$ cat config.mk
export PLATFORM = sky130hd
export DESIGN_NAME = c_operand_arbiter
export DESIGN_NICKNAME = d
export VERILOG_FILES = /design/src/rtl/c_operand_arbiter.sv
export SDC_FILE = /design/constraint.sdc
export NUM_CORES = 1
export LEC_CHECK = 0
export CAP_MARGIN = 20
export CORE_MARGIN = 2
export CORE_UTILIZATION = 39
export DETAILED_ROUTE_END_ITERATION = 8
export PLACE_DENSITY = 0.87
export SYNTH_ARGS = -nofsm -noshare
export SYNTH_HDL_FRONTEND = slang
export SYNTH_SLANG_ARGS = --single-unit
$ cat constraint.sdc
create_clock -name CLK -period 5.06 [get_ports CLK]
set_input_delay 1.012 -clock CLK [delete_from_list [all_inputs] [get_ports CLK]]
set_output_delay 1.012 -clock CLK [all_outputs]
set_load 0.02 [all_outputs]
$ cat src/rtl/c_operand_arbiter.sv
// Round-robin arbiter sharing one C operand register among four requesters.
// A winner is picked in IDLE, its operand is loaded with a one-cycle clock
// enable (LOAD), then held stable for HOLD_CYCLES cycles (HOLD) before the
// next arbitration. Requests are only looked at while IDLE.
module c_operand_arbiter #(
    parameter int CREG        = 1,
    parameter int HOLD_CYCLES = 2
) (
    input  logic         CLK,
    input  logic         RSTC,
    input  logic [3:0]   req,
    input  logic [191:0] req_data,
    output logic [3:0]   gnt,
    output logic [47:0]  c_out,
    output logic         cec_out,
    output logic         c_valid,
    output logic [1:0]   c_owner,
    output logic         busy
);

    typedef enum logic [1:0] {
        IDLE = 2'd0,
        LOAD = 2'd1,
        HOLD = 2'd2
    } state_t;

    localparam logic [3:0] HOLD_INIT     = 4'(HOLD_CYCLES);
    // With a bypassed C register the operand is visible in the LOAD cycle,
    // otherwise one cycle later, after the register has captured it.
    localparam logic       VALID_AT_LOAD = (CREG == 0);

    state_t      state_reg;
    logic [1:0]  ptr_reg;
    logic [3:0]  hold_cnt_reg;
    logic [3:0]  gnt_reg;
    logic [47:0] c_out_reg;
    logic        cec_reg;
    logic        c_valid_reg;
    logic [1:0]  c_owner_reg;

    logic [47:0] slice [4];
    logic        win_found;
    logic [1:0]  win_idx;
    logic [1:0]  cand;

    // Split the packed operand bus into per-requester slices.
    generate
        for (genvar gi = 0; gi < 4; gi++) begin : g_slice
            assign slice[gi] = req_data[48*gi +: 48];
        end
    endgenerate

    // Round-robin search starting one past the last winner, wrapping back to it.
    always_comb begin
        win_found = 1'b0;
        win_idx   = ptr_reg;
        cand      = ptr_reg;
        for (int k = 1; k <= 4; k++) begin
            cand = ptr_reg + 2'(k);
            if (!win_found && req[cand]) begin
                win_found = 1'b1;
                win_idx   = cand;
            end
        end
    end

    // Arbitration FSM with registered outputs; reset aborts any transaction.
    always_ff @(posedge CLK or posedge RSTC) begin
        if (RSTC) begin
            state_reg    <= IDLE;
            ptr_reg      <= 2'd3;
            hold_cnt_reg <= 4'd0;
            gnt_reg      <= 4'd0;
            c_out_reg    <= 48'd0;
            cec_reg      <= 1'b0;
            c_valid_reg  <= 1'b0;
            c_owner_reg  <= 2'd0;
        end else begin
            gnt_reg     <= 4'd0;
            cec_reg     <= 1'b0;
            c_valid_reg <= 1'b0;
            case (state_reg)
                IDLE: begin
                    if (win_found) begin
                        c_out_reg   <= slice[win_idx];
                        c_owner_reg <= win_idx;
                        gnt_reg     <= 4'b0001 << win_idx;
                        cec_reg     <= 1'b1;
                        c_valid_reg <= VALID_AT_LOAD;
                        state_reg   <= LOAD;
                    end
                end
                LOAD: begin
                    ptr_reg      <= c_owner_reg;
                    hold_cnt_reg <= HOLD_INIT;
                    c_valid_reg  <= !VALID_AT_LOAD;
                    state_reg    <= HOLD;
                end
                HOLD: begin
                    if (hold_cnt_reg <= 4'd1) begin
                        hold_cnt_reg <= 4'd0;
                        state_reg    <= IDLE;
                    end else begin
                        hold_cnt_reg <= hold_cnt_reg - 4'd1;
                    end
                end
                default: begin
                    state_reg <= IDLE;
                end
            endcase
        end
    end

    assign gnt     = gnt_reg;
    assign c_out   = c_out_reg;
    assign cec_out = cec_reg;
    assign c_valid = c_valid_reg;
    assign c_owner = c_owner_reg;
    assign busy    = (state_reg != IDLE);

endmodule

==> metrics.md <==
| Metric | Value |
|---|---|
| DR iter-0 viols | `86` |
| Syn Std Cell Area | `3700 um2` |
| Worst hold path type | `reg -> reg` |
| Postcts setup bufs | `0` |
| Setup crit end | `c_out[28]$_DFFE_PP0P_` |
| Row count | `35` |
| CP startpoint | `req[3]` |
| # DRC | `0` |
| Hold-fix buffers, CTS | `0` |
| Post-cts sizing count | `0` |
| Seq/Total Area, Yosys | `43.3%` |
| Minimum clock period | `3.10 ns` |
| PD cells | `~550 nW/um2` |
| Final Hold Fails | `0` |
| Max-Cap Viols | `0` |
| Sw frac | `41.8%` |
| Starting Density | `40.1%` |
| Core area | `9240 um2` |
| Worst slew margin | `30.5%` |
| Detailed-route vias per instance | `5.21` |
| Synthesized area per cell | `about 11 um2` |
| IO buf count | `254` |
| Total track usage | `between 20% and 30%` |
| NetSw | `between 1500 and 2000 uW` |
| Setup-failing EPs final | `0` |
| First-pass GRT wire length | `19200 um` |
| Crit-path cells | `clkdlybuf4s50_1 -> nor4_1 -> nand2b_2 -> inv_4 -> nand2_2 -> o221ai_1` |
| Synth area leader | `dfrtp_1` |
| Reg2reg start | `ptr_reg[0]$_DFFE_PP1P_` |
| Die width | `101 um` |
| CP max-delay cell | `nand2_2` |
| Kind of critical path | `in -> reg` |
| Reg clk slew, reported paths | `~0.070 ns` |
| Io pins | `255` |
| Fmax achieved | `between 0.3 and 0.4 GHz` |
| Crit path arrival time | `~3.3 ns` |
| Part of the power in registers | `25.8%` |
| Synth warn | `0` |
| Height of the die | `101 um` |
| Setup TNS | `0 ns` |
| Flop and latch count out of synthesis | `64` |
| DR WL/cell | `between 15 and 20 um` |
| Setup crit end kind | `flop` |
| Post-synth cell types | `32` |
| Clock Latency Late Sink | `0.34 ns` |
| Crit start category | `input port` |
| Inserted Diodes | `0` |
| Initial antenna violation count | `0` |
| DP HPWL | `9860 um` |
| Final #Nets | `between 700 and 800` |
| CTS Root Cell | `clkbuf_8` |
| Clock Power Share | `14.1%` |
| Worst reg2reg path endpoint | `c_out[28]$_DFFE_PP0P_` |
| CTS tree | `done` |
| Post-synth top area share | `41.9%` |
| Clock buffer count from CTS | `9` |
| Pins over their slew limit | `0` |
| Area Growth Syn to Fin | `76.6%` |
| Status | `complete, no violations` |
| Max incr delay on CP | `approximately 0.75 ns` |
| Pleak | `0.00286 uW` |
| VDD IR max | `~370 uV` |
| Share of post-route cells with drive strength above 1 | `5.05%` |
| Post-route clock period utilization | `around three fifths` |
| Synth Instances | `347` |
| Reg2Reg Setup Slack | `around 2.6 ns` |
| Max reg flops | `48` |
| Sink Count | `64` |
| DP Worst Slack | `1.62 ns` |
| CTS max path bufs | `2` |
| Vias in the first global route | `about 3900` |
| Largest net degree at the start of global routing | `55` |
| Hold_ws | `0.495 ns` |
| Required @ worst endpoint | `5.22 ns` |
| Critical Path Fanout Max | `50` |
| Post-detailed-route count of antenna-violating nets | `0` |
| Worst Tran Pin Value | `1.04 ns` |
| Setup ws final | `1.96 ns` |
| Die area | `~10000 um2` |
| Setup Skew | `0.0117 ns` |
| Top post-synthesis cells by area | `dfrtp_1, mux2i_1, o221ai_1` |
| Vias | `around 3800` |
| GRT overflow | `0` |
| Combinational power share | `around three fifths` |
| CTS HTree Levels | `3` |
| P_int | `2090 uW` |
| GPL Wtd Cong | `0.869` |
| Worst-case reg-to-reg path depth | `5` |
| Post-Route WL | `12800 um` |
| Net Count, Synth | `550` |
| RSZ-0062 raised after global routing | `false` |
| Pre-antenna DRT Iters | `4` |
==> cells by family after synthesis <==
family,after synthesis,synth area share [%]
fa+ha+maj,5,1.69
compound gates,66,14.4
flops,64,43.3
buf+inv,38,5.44
mux,99,26.8
simple gates,75,8.38
==> synthesized netlist by cell type <==
cell	instances
or2_1	1
o21a_1	1
a211o_1	1
o21ai_0	7
buf_4	11
nand2_1	58
a211oi_1	1
inv_1	10
a21oi_1	2
inv_4	1
nand2b_1	4
ha_1	5
buf_6	1
mux2i_1	97
o22ai_1	1
dfstp_2	2
nor2b_1	1
o221ai_1	48
nor2_1	4
clkbuf_1	9
a21boi_0	1
o21ai_1	2
and3_1	2
buf_2	6
nand2_2	1
mux2_2	2
nor4_1	1
nor3_1	2
dfrtp_1	62
o2bb2ai_1	1
nand3_1	1
a221o_1	1
==> critical path: cells and delay by family <==
kind / cells / cell delay [ns]
AOI/OAI and AO/OA: 1 / 0.24
buffers and inverters: 2 / 0.53
and+or+nand+nor: 3 / 1.45
==> final cells by class <==
class	instances	area, um2
repair buffers	258	2580
well taps	129	161
fillers	715	2700
inverters	11	43.8
flip-flops and latches	64	1600
multi-input cells	245	1910
clock buffers	10	138
clock inverters	6	92.6
==> worst min path at each step <==
stage	from	end	slack, ns	cells after the start
2_1_floorplan	hold_cnt_reg[2]$_DFFE_PP0P_	hold_cnt_reg[2]$_DFFE_PP0P_	0.49	1
6_report	c_out[0]$_DFFE_PP0P_	c_out[0]$_DFFE_PP0P_	0.49	2
3_5_place_dp	c_out[39]$_DFFE_PP0P_	c_out[39]$_DFFE_PP0P_	0.48	2
5_1_grt	c_out[0]$_DFFE_PP0P_	c_out[0]$_DFFE_PP0P_	0.51	2
3_3_place_gp	c_out[47]$_DFFE_PP0P_	c_out[47]$_DFFE_PP0P_	0.47	2
4_1_cts	c_out[0]$_DFFE_PP0P_	c_out[0]$_DFFE_PP0P_	0.50	2
==> cells in the final DEF, fill, tap and decap left out, drive strengths merged, types with 4 or more instances in the layout <==
| master | instances |
|---|---|
| inv | 11 |
| nand2b | 4 |
| ha | 5 |
| o221ai | 48 |
| nand2 | 59 |
| clkdlybuf4s50 | 254 |
| buf | 4 |
| dfrtp | 62 |
| mux2i | 97 |
| clkbuf | 10 |
| o21ai | 9 |
| nor2 | 4 |
==> layer usage <==
layer / track usage (%) / share of wire, % / up-vias
met5: 0 / 0 / -
met4: 9.04 / 2.5 / 0
met3: 7.38 / 9.4 / 24
met2: 43.0 / 51 / 189
met1: 26.9 / 37 / 1773
li1: - / - / 1778
==> power groups by stage <==
stage / combinational [uW] / clock [uW] / sequential (uW)
final: 2160 / 505 / 925
after global routing: 2330 / 537 / 953
after CTS: 2180 / 515 / 926
after detailed placement: 2180 / 0 / 930
after global placement: 2110 / 0 / 917
after floorplan: 1110 / 0 / 1170
==> through the flow <==
stage               utilization [%]  area [um2]  instances  total power [uW]
floorplan                         -        3700        347              2280
global placement               68.3        6310        707              3020
detailed placement             68.3        6310        707              3110
CTS                            70.8        6540        723              3630
global route                   70.8        6540        723              3820
finish                         70.8        6540        723              3590
Note: power is estimated with default switching activity, not from simulation.
